$ cat src/rtl/timer_pkg.sv
// Shared encodings for the interval timer: time-unit select codes and FSM states.
package timer_pkg;

  localparam logic [1:0] UNIT_US  = 2'd0;
  localparam logic [1:0] UNIT_MS  = 2'd1;
  localparam logic [1:0] UNIT_S   = 2'd2;
  localparam logic [1:0] UNIT_CLK = 2'd3;

  typedef enum logic [1:0] {
    IDLE = 2'd0,
    RUN  = 2'd1,
    DONE = 2'd2
  } state_t;

endpackage

$ cat src/rtl/timer_tick_sel.sv
// Combinational strobe select: picks the time-base strobe matching the unit code.
module timer_tick_sel
  import timer_pkg::*;
(
  input  logic [1:0] unit,
  input  logic       usecond_pulse,
  input  logic       msecond_pulse,
  input  logic       second_pulse,
  output logic       tick
);

  always_comb begin
    tick = 1'b0;
    case (unit)
      UNIT_US:  tick = usecond_pulse;
      UNIT_MS:  tick = msecond_pulse;
      UNIT_S:   tick = second_pulse;
      UNIT_CLK: tick = 1'b1;
      default:  tick = 1'b0;
    endcase
  end

endmodule

$ cat src/rtl/interval_timer.sv
// Programmable down-counting interval timer driven by the system time-base strobes,
// with one-shot/periodic modes, sticky irq and a saturating missed-expiry counter.
module interval_timer
  import timer_pkg::*;
#(
  parameter int WIDTH  = 20,
  parameter int MISS_W = 8
) (
  input  logic              clk,
  input  logic              rst,
  input  logic              usecond_pulse,
  input  logic              msecond_pulse,
  input  logic              second_pulse,
  input  logic              cfg_load,
  input  logic [WIDTH-1:0]  cfg_period,
  input  logic [1:0]        cfg_unit,
  input  logic              cfg_periodic,
  input  logic              start,
  input  logic              stop,
  input  logic              irq_ack,
  output logic [WIDTH-1:0]  remain,
  output logic              busy,
  output logic              fire,
  output logic              irq,
  output logic [MISS_W-1:0] missed_cnt,
  output logic              cfg_err,
  output logic [1:0]        state_dbg
);

  localparam logic [WIDTH-1:0]  ONE      = {{(WIDTH-1){1'b0}}, 1'b1};
  localparam logic [MISS_W-1:0] MISS_MAX = {MISS_W{1'b1}};

  state_t            state_q, state_d;
  logic [WIDTH-1:0]  remain_q, remain_d;
  logic [WIDTH-1:0]  sh_period;
  logic [1:0]        sh_unit;
  logic              sh_periodic;
  logic              tick;
  logic              start_ok;
  logic              expire;
  logic              err_d;

  timer_tick_sel u_tick_sel (
    .unit          (sh_unit),
    .usecond_pulse (usecond_pulse),
    .msecond_pulse (msecond_pulse),
    .second_pulse  (second_pulse),
    .tick          (tick)
  );

  assign start_ok = start && (sh_period != '0);

  // stop beats start beats tick; a rejected start leaves the count running.
  always_comb begin
    state_d  = state_q;
    remain_d = remain_q;
    expire   = 1'b0;
    err_d    = 1'b0;
    if (stop) begin
      state_d = IDLE;
    end else if (start_ok) begin
      remain_d = sh_period;
      state_d  = RUN;
    end else begin
      err_d = start;
      if (state_q == RUN && tick) begin
        if (remain_q == ONE) begin
          expire = 1'b1;
          if (sh_periodic) begin
            remain_d = (sh_period == '0) ? ONE : sh_period;
          end else begin
            remain_d = '0;
            state_d  = DONE;
          end
        end else begin
          remain_d = remain_q - ONE;
        end
      end
    end
  end

  always_ff @(posedge clk) begin
    if (rst) begin
      state_q     <= IDLE;
      remain_q    <= '0;
      sh_period   <= '0;
      sh_unit     <= UNIT_US;
      sh_periodic <= 1'b0;
      fire        <= 1'b0;
      irq         <= 1'b0;
      missed_cnt  <= '0;
      cfg_err     <= 1'b0;
    end else begin
      state_q  <= state_d;
      remain_q <= remain_d;
      fire     <= expire;
      cfg_err  <= err_d;
      if (cfg_load) begin
        sh_period   <= cfg_period;
        sh_unit     <= cfg_unit;
        sh_periodic <= cfg_periodic;
      end
      if (expire) irq <= 1'b1;
      else if (irq_ack) irq <= 1'b0;
      // An acked expiry is not a miss even though irq stays set.
      if (cfg_load) missed_cnt <= '0;
      else if (expire && irq && !irq_ack && missed_cnt != MISS_MAX)
        missed_cnt <= missed_cnt + 1'b1;
    end
  end

  assign remain    = remain_q;
  assign busy      = (state_q == RUN);
  assign state_dbg = state_q;

endmodule
$ cat config.mk
export PLATFORM = sky130hd
export DESIGN_NAME = interval_timer
export DESIGN_NICKNAME = d
export VERILOG_FILES = /design/src/rtl/timer_pkg.sv /design/src/rtl/timer_tick_sel.sv /design/src/rtl/interval_timer.sv
export SDC_FILE = /design/constraint.sdc
export NUM_CORES = 1
export LEC_CHECK = 0
export CAP_MARGIN = 20
export CORE_MARGIN = 3
export CORE_UTILIZATION = 23
export DETAILED_ROUTE_END_ITERATION = 7
export SETUP_SLACK_MARGIN = 0.2
export SYNTH_ARGS = -nofsm -noshare
export SYNTH_HDL_FRONTEND = slang
export SYNTH_HIERARCHICAL = 1
export SYNTH_SLANG_ARGS = --single-unit
$ cat constraint.sdc
create_clock -name clk -period 2.1 [get_ports clk]
set_input_delay 0.315 -clock clk [delete_from_list [all_inputs] [get_ports clk]]
set_output_delay 0.315 -clock clk [all_outputs]
set_load 0.1 [all_outputs]
[Word level (Yosys, flattened, before mapping)]
Cells that the tools add are included.
Storage, ports and cells
  bits in registers: 56
  input port bits: 32
  output and inout port bits: 34
  word-level logic and storage cells: 55
Cells by class
  add/subtract/negate cells: 2
  equality and inequality tests: 7
  muxes and demuxes: 16
  bitwise logic cells: 2
  reduce and logical (&&, ||, !) cells: 18
Operators with widths (count)
  20-bit two-way mux: 5
  20-bit by 1-bit equality test with 1-bit output, second input constant: 1
  20-bit zero test: 1
  20-bit nonzero test: 1
  20-bit by 1-bit subtractor with 20-bit output, second input constant: 1
  1-bit two-way mux: 10
  8-bit by 1-bit adder with 8-bit output, second input constant: 1
  8-bit inequality test, second input constant: 1
  3-bit AND reduction: 2
  2-bit nonzero test: 3
  1-bit logical AND: 5
  2-bit by 1-bit equality test with 1-bit output, second input constant: 2
  2-bit equality test, second input constant: 2
  1-bit case mux with 4 select lines: 1
  2-bit OR reduction: 2
  3-bit OR reduction: 1
  2-bit zero test: 1
  2-bit by 1-bit inequality test with 1-bit output, second input constant: 1
  1-bit NOT: 2
  2-bit AND reduction: 1
  1-bit zero test: 1

[Longest topological paths before layout]
Gate-level depths: netlist of run 1.
  depth in word-level cells: 9
  gate-level depth with buffers: 9
  mapped depth without buffers: 8

[By module]
Netlist of run 1, hierarchy kept.
Modules (own cells, without submodules)
  interval_timer: instances 1, cells each 326, area an instance 2785.2 um^2, sequential area each 1121.1 um^2
  timer_tick_sel: instances 1, cells each 3, area an instance 23.8 um^2, sequential area each 0.0 um^2

[Least setup slack after synthesis of run 1]
OpenSTA, ideal clock, no wires.
  kind: flip-flop to flip-flop
  start: reg state_q[0] (netlist: state_dbg[0])
  end: reg remain_q[3] (netlist: remain[3])
  library setup time: 0.123 ns
  arrival: 3.086 ns
  data required time: 1.977 ns
  slack: -1.109 ns
  cell stages (with the launch flop): 6
  buffers on the path: 0
  period minus slack after synthesis: 3.209 ns
  cell sequence: dfxtp_1 nor2b_1 and2_1 o21ai_1 a221oi_1 nor2_1
On the way
  word-level cells in the longest chain between the ends: 4
RTL lines
  start: declaration: RTL line interval_timer.sv:33  | state_t state_q, state_d;
  start signal: assignment: RTL line interval_timer.sv:94  | state_q <= state_d;
  2-bit by 1-bit equality test with 1-bit output
  net busy: RTL line interval_timer.sv:22  | output logic busy,
  1-bit logical AND: RTL line interval_timer.sv:66  | if (state_q == RUN && tick) begin
  2-bit nonzero test (no source line)
  2-bit AND reduction (no source line)
  end signal: assignment: RTL line interval_timer.sv:95  | remain_q <= remain_d;
  end: declaration: RTL line interval_timer.sv:34  | logic [WIDTH-1:0] remain_q, remain_d;
The timed path passes the listed nets, and every way through them passes these cells.
A chain may end at the register's enable or synchronous reset.

[Worst setup path after layout of run 1]
  start: reg remain_q[5] (netlist: remain[5])
  end: reg remain_q[6] (netlist: remain[6])
On the way
  word-level cells in the longest chain between the ends: 4
  elaborated cells on any way between the ends: 5
  classes of those cells: add/sub (1); eq/ne (1); mux (3)
RTL lines
  20-bit by 1-bit subtractor with 20-bit output or 20-bit by 1-bit equality test with 1-bit output (tied branches): RTL line interval_timer.sv:76, interval_timer.sv:67
  20-bit two-way mux *: RTL line interval_timer.sv:67  | if (remain_q == ONE) begin
  20-bit two-way mux *: RTL line interval_timer.sv:66
  20-bit two-way mux *: RTL line interval_timer.sv:61  | end else if (start_ok) begin
Every way passes the cells marked *; elsewhere a longest branch is shown, timed or not. The select of a mux whose other input is x is not followed.

==> summary.txt, run 1 <==
Pwr
  • Clock power frac: 0.267
  • Combinational share of power: 0.355
  • PwrDens: 700 nW/um^2
  • Flop pwr share: 0.377
  • P_int: about 2 mW
  • Sw frac: 0.366
  • Net Sw Power: between 1 and 1.5 mW
  • Peak VDD IR: roughly 0.33 mV
  • Leak: around 1.9 nW

Worst setup path
  • Setup crit end kind: register
  • Arrival time at the worst endpoint: 2.38 ns
  • Critical Path RT: about 2.3 ns
  • Crit Path Class: reg2reg
  • Crit Path Max Fanout: 7
  • CP Launch Type: register

Logic synthesis
  • FFs w/ async S/R, synth: 0
  • Synth top area cells: dfxtp_1 (40%), mux2i_1 (8.9%), nor2_1 (6.4%), a21oi_1 (2.5%), o21ai_0 (2.5%)
  • Seq/Total Area, Yosys: 0.399
  • Mapped cell area: about 2800 um^2
  • Unique cell type count in the Yosys netlist: 52
  • Post-synth top cells: dfxtp_1 (56), nor2_1 (48), mux2i_1 (25), nand2_1 (18)
  • Cell taking the most area after synthesis: dfxtp_1
  • Post-Syn Nets: around 360
  • Yosys warns: 6
  • Avg Cell Area, Syn: ~8.5 um^2
  • Flops & latches, synth: 56
  • Most used DFF post-synth: dfxtp_1
  • Synth top area share: 0.399
  • Mapped Cells: approximately 330
  • Area share of and/or/nand/nor cells after synthesis: 0.251
  • Multiplexer share of the synthesized area: 0.0891
  • Number of flops mapped to enable cells by yosys: 0
  • Compound-Gate Fraction of Synth Area: 0.190
  • Cell with the most instances after synthesis: dfxtp_1
  • Adder-cell share of the synthesized area: 0.0134
  • Post-synthesis xor/xnor area fraction: 0.0156
  • Main combinational cell family by area after synthesis: simple AND/OR/NAND/NOR gates

Timing
  • Pins over their slew limit: 0
  • Setup ws final: -0.0726 ns
  • Final hold vios: 0
  • Fmax: around 0.46 GHz
  • Slew headroom: 0.713
  • # setup viols final: 8
  • RSZ-0062 raised after global routing: true
  • Minimum clock period: 2.17 ns
  • Tcrit/Tclk final: 1.03
  • Tightest Pin Transition: between 0.4 and 0.5 ns
  • Setup Skew: 0.00819 ns

Die
  • Die extent in x: between 100 and 150 um
  • Starting Density: 0.241
  • CORE AREA: 11700 um^2
  • Top-level I/O count: 66
  • Chip Height: roughly 120 um
  • Die ar.: 13600 um^2
  • Site Rows: 39

Status
  • Violated checks: setup timing
  • Status: finished, violations left

Final layout
  • Diodes inserted: 0
  • Final Net Count: between 400 and 500
  • Design Area, Final: about 4500 um^2
  • Area grow syn2layout: 60.7%
  • Ratio of cells with drive above 1 in the final layout: 0.409

Routing
  • Routed WL per cell: between 15 and 20 um
  • Drt first pass iters: 5
  • Antenna-violating nets left: 0
  • Final WL: 9770 um
  • Via density: between 5 and 6
  • DRC viols: 0
  • Detailed Route Iter0 Violations: approximately 180
  • Vias: 3076

Global routing
  • Initial antenna violation count: 0
  • Vias in the first global route: about 3000
  • GR Util All Layers: 0.144
  • First-pass GRT wire length: ~15000 um
  • Largest net degree at the start of global routing: 25
  • Global route overflow: 0

Clocking
  • Clock Tree Buf Depth: 2
  • # clock sinks: 56
  • Clock root buffer: clkbuf_16
  • Clock insertion delay at the later pin of the skew report: around 0.29 ns
  • Cts hold-fix bufs: 0
  • CTS tree: built
  • # H-tree levels: 2
  • CTS clk-pin slew, worst paths: about 0.080 ns
  • Number of CTS-inserted buffers: 5

Place
  • GPL Wtd Cong: 0.868
  • Area post-placement: 4040 um^2
  • Post-Place Worst Slack: -0.376 ns
  • PortBufs: 65
  • Final HPWL DP: around 7300 um

Worst hold path
  • Worst min-delay path class: reg2reg

Run
  • Number of max-cap violations: 0
-- critical path, cell delays in order (launching register included) --
cell and delay, ns:
dfxtp_2 0.37, nor3_2 0.36, nand3_4 0.16, buf_4 0.16, buf_4 0.14, o31ai_4 0.24, nor4bb_2 0.28, buf_4 0.21
nand2_2 0.08, o311ai_2 0.07
-- final cells by class --
cell class	instances	area, um^2
fill	1168	7150
multi-input combinational	242	1810
sequential	56	1180
timing repair buffer	136	1150
tap	143	179
clock buffer	5	125
inverter	15	58.8
clock inverter	3	20.0
-- cell families after synthesis --
logic type,after synthesis
simple gates,132
compound gates,77
flops,56
buf+inv,31
mux,25
xor+xnor,5
fa+ha+maj,3
-- routing by layer --
metal | GRT usage | share of wire | wire, um | vias up
li1 | - | - | - | 1481
met1 | 0.195 | 0.45 | 4440 | 1460
met2 | 0.232 | 0.47 | 4560 | 122
met3 | 0.0249 | 0.059 | 578 | 13
met4 | 0.0456 | 0.019 | 189 | 0
met5 | 0 | 0 | 0 | -
-- registers in the layout, indices dropped and copies added (netlist names) --
register     cells
cfg_err          1
fire             1
irq              1
missed_cnt       8
remain          20
sh_period       20
sh_periodic      1
sh_unit          2
state_dbg        2
-- path summary, 6_finish.rpt --
path	from	end	slack, ns	cells past startpoint
max	remain[5]	remain[6]	-0.07	9
min reg2reg	missed_cnt[1]	missed_cnt[1]	0.49	2
max reg2reg	remain[5]	remain[6]	-0.07	9
min	missed_cnt[1]	missed_cnt[1]	0.49	2
-- cell usage in the layout (no fill, tap or decap), types with 4 or more instances in the layout --
master	netlist	routed
o32ai_1	6	6
nor4_4	1	5
buf_4	0	93
dfxtp_2	0	24
a32oi_1	6	6
clkdlybuf4s50_1	0	28
nand3_1	11	9
buf_6	0	11
a21oi_1	14	12
o21ai_0	14	11
nor4_1	8	5
nand2_1	18	16
o31ai_1	6	4
or4_1	6	4
mux2i_1	25	25
inv_1	14	13
o21ai_1	4	5
dfxtp_4	0	7
a22oi_1	4	4
nor2_1	48	47
dfxtp_1	56	25
nand4_1	6	6
and3_1	6	6
clkbuf_16	0	5
nor3_1	7	5
-- power groups by stage --
stage / sequential (mW) / clock, mW / combinational (mW)
floorplan: 1.43 / 0 / 0.432
global placement: 1.21 / 0 / 1.01
detailed placement: 1.21 / 0 / 1.02
CTS: 1.19 / 0.860 / 1.08
global route: 1.20 / 0.908 / 1.20
finish: 1.19 / 0.845 / 1.12
-- through the flow --
stage / utilization / cells / hold WS (ns) / TNS, ns / power (mW)
6_report: 0.387 / 600 / 0.490 / -0.349 / 3.16
5_1_grt: 0.387 / 600 / 0.506 / -1.57 / 3.31
4_1_cts: 0.375 / 597 / 0.488 / -0.0368 / 3.13
3_5_place_dp: 0.347 / 577 / 0.477 / -4.40 / 2.23
3_3_place_gp: 0.347 / 577 / 0.483 / -3.39 / 2.22
2_1_floorplan: - / 329 / 0.434 / -0.154 / 1.86
-- timing repair --
action / 4_1_cts / 5_1_grt
pin swaps: 17 / 25
setup buffers: 12 / 3
resized for setup: 25 / 29
cloned: 0 / 0
endpoints found under the setup margin: 28 / 30
(Power assumes the default switching activity.)
==> inputs of run 2 (changes only) <==
--- a/config.mk
+++ b/config.mk
@@ -6,9 +6,12 @@
 export NUM_CORES = 1
 export LEC_CHECK = 0
 export CAP_MARGIN = 20
+export CELL_PAD_IN_SITES_DETAIL_PLACEMENT = 0
+export CELL_PAD_IN_SITES_GLOBAL_PLACEMENT = 1
 export CORE_MARGIN = 3
 export CORE_UTILIZATION = 23
 export DETAILED_ROUTE_END_ITERATION = 7
+export PLACE_DENSITY_LB_ADDON = 0.1
 export SETUP_SLACK_MARGIN = 0.2
 export SYNTH_ARGS = -nofsm -noshare
 export SYNTH_HDL_FRONTEND = slang
==> summary.txt, run 2 (synthesized netlist as in run 1, its figures left out) <==
Worst setup path
  • Crit-path cells: inv_4 -> ha_4 -> nor3b_4 -> nand3_4 -> buf_6 -> nor3_4 -> nand4_1 -> or4_1 -> a21oi_1
  • CP Launch Type: register
  • Worst Setup EP: missed_cnt[7]
  • RR Endpoint: missed_cnt[7]
  • CP max-delay cell: or4_1
  • Reg2Reg Setup Slack: -0.01 ns
  • R2R Path Start: remain[1]
  • Worst setup path startpoint: remain[1]
  • Crit Path Max Fanout: 4
  • Crit Path Class: reg2reg
  • Setup crit end kind: register
  • Reg2Reg Depth: 9
  • Arrival time at the worst endpoint: about 2.4 ns
  • Critical Path RT: between 2 and 2.5 ns
  • Slowest Stage Delay on Critical Path: roughly 0.50 ns

Final layout
  • Most frequent cells in the layout: buf_4 (94), nor2_1 (43), clkdlybuf4s50_1 (28)
  • Final-layout fill cell count: approximately 1200
  • Design Area, Final: between 4000 and 5000 um^2
  • Commonest non-fill, non-tap cell in the layout: buf_4
  • Final Net Count: about 510
  • Area grow syn2layout: 75.0%
  • Ratio of cells with drive above 1 in the final layout: 0.474
  • Core Util, Final: 0.422
  • Area of the multi-input gates: 1980 um^2
  • Diodes inserted: 0
  • Flip-flop and latch area: around 1200 um^2
  • Finished Layout Cells: approximately 620

Global routing
  • Initial antenna violation count: 0
  • First-pass GRT wire length: between 15000 and 20000 um
  • Largest net degree at the start of global routing: 25
  • Vias in the first global route: 3003
  • GR Util All Layers: 0.158
  • Global route overflow: 0

Timing
  • Pins over their slew limit: 0
  • # setup viols final: 3
  • RSZ-0062 raised after global routing: true
  • Final hold vios: 0
  • Setup Skew: ~0.0061 ns
  • Tightest Pin Transition: between 0.4 and 0.5 ns
  • Slew headroom: 0.717
  • Setup ws final: -0.0140 ns
  • Tcrit/Tclk final: 1.01
  • Minimum clock period: roughly 2.1 ns
  • Fmax: roughly 0.47 GHz

Die
  • Die ar.: roughly 14000 um^2
  • Starting Density: 0.241
  • Site Rows: 39
  • CORE AREA: about 12000 um^2
  • Die extent in x: approximately 120 um
  • Chip Height: 117 um
  • Top-level I/O count: 66

Pwr
  • Peak VDD IR: roughly 0.32 mV
  • PwrDens: 708 nW/um^2
  • Leak: just over 2 nW

Clocking
  • Cts hold-fix bufs: 0
  • # clock sinks: 56
  • Number of CTS-inserted buffers: 5
  • CTS clk-pin slew, worst paths: ~0.07 ns
  • Clock insertion delay at the later pin of the skew report: about 0.30 ns
  • CTS tree: built
  • # H-tree levels: 2
  • Clock root buffer: clkbuf_16
  • Clock Tree Buf Depth: 2

Routing
  • Detailed Route Iter0 Violations: 160
  • Final WL: approximately 11000 um
  • Antenna-violating nets left: 0
  • Drt first pass iters: 4
  • Routed WL per cell: approximately 17 um
  • DRC viols: 0
  • Vias: 3025
  • Via density: 4.89

Worst hold path
  • Worst min-delay path class: reg2reg

Run
  • Number of max-cap violations: 0

Place
  • Placed Cells incl. Taps: ~590
  • Final HPWL DP: a little under 8000 um
  • Area post-placement: ~4100 um^2
  • GPL Wtd Cong: slightly above 0.8
  • PortBufs: 65

Status
  • Violated checks: setup timing
  • Status: finished, violations left
[run 2: cell count changes in the layout (fill, tap and decap cells not counted), moves of 3 or more]
cell     before  now
a22oi_2       0    3
a22oi_1       4    1
nor2_4        0    4
o21ai_0      11    6
o21ai_1       5    8
buf_6        11   27
nor2_1       47   43
[run 2: worst min path at each step]
stage                     cells after the start  slack, ns          start             to
after detailed placement                      2       0.49  missed_cnt[1]  missed_cnt[1]
after global routing                          2       0.50  missed_cnt[1]  missed_cnt[1]
final                                         2       0.49  missed_cnt[1]  missed_cnt[1]
after CTS                                     2       0.50  missed_cnt[1]  missed_cnt[1]
after global placement                        2       0.48  missed_cnt[1]  missed_cnt[1]
after floorplan                               2       0.43   sh_period[5]      remain[5]
[run 2: timing repair]
action | 4_1_cts | 5_1_grt
buffers inserted | 13 | 8
cloned | 0 | 1
pin swaps | 18 | 24
endpoints found under the setup margin | 29 | 30
gates resized for setup | 41 | 69
endpoints found under the hold margin | 0 | 0
[run 2: layer usage]
metal,part of all wire,global-route usage,vias to the layer above
li1,-,-,1512
met1,0.48,0.231,1435
met2,0.46,0.241,72
met3,0.053,0.0264,6
met4,0.0090,0.0363,0
met5,0,0,-
[run 2: power breakdown]
| group | internal [mW] | leakage (nW) | switching, mW |
|---|---|---|---|
| registers | 1.12 | 0.474 | 0.0645 |
| logic | 0.577 | 1.49 | 0.788 |
| clock network | 0.515 | 0.0823 | 0.412 |
| total | 2.21 | 2.05 | 1.26 |
[run 2: per-stage QoR]
stage | total power, mW | hold slack [ns] | setup slack [ns] | TNS (ns)
final | 3.48 | 0.491 | -0.0140 | -0.0271
after global routing | 3.65 | 0.504 | -0.141 | -0.846
after CTS | 3.32 | 0.496 | -0.0543 | -0.0679
after detailed placement | 2.28 | 0.489 | -0.407 | -6.05
after global placement | 2.28 | 0.485 | -0.401 | -5.13
after floorplan | 1.86 | 0.434 | -0.0722 | -0.154
[run 2: final cells by class]
type                    instances  share of cell area
flip-flops and latches         56               0.240
clock inverters                 2             0.00229
clock buffers                   6              0.0305
repair buffers                154               0.276
well taps                     143              0.0364
inverters                      15              0.0120
multi-input cells             242               0.403
[run 2: worst max-delay path, delay by kind of cell, from the launching register on]
family / cells / cell delay, ns
fa+ha+maj: 1 / 0.13
compound gates: 1 / 0.15
buf+inv: 2 / 0.22
simple gates: 5 / 1.20
flops: 1 / 0.35
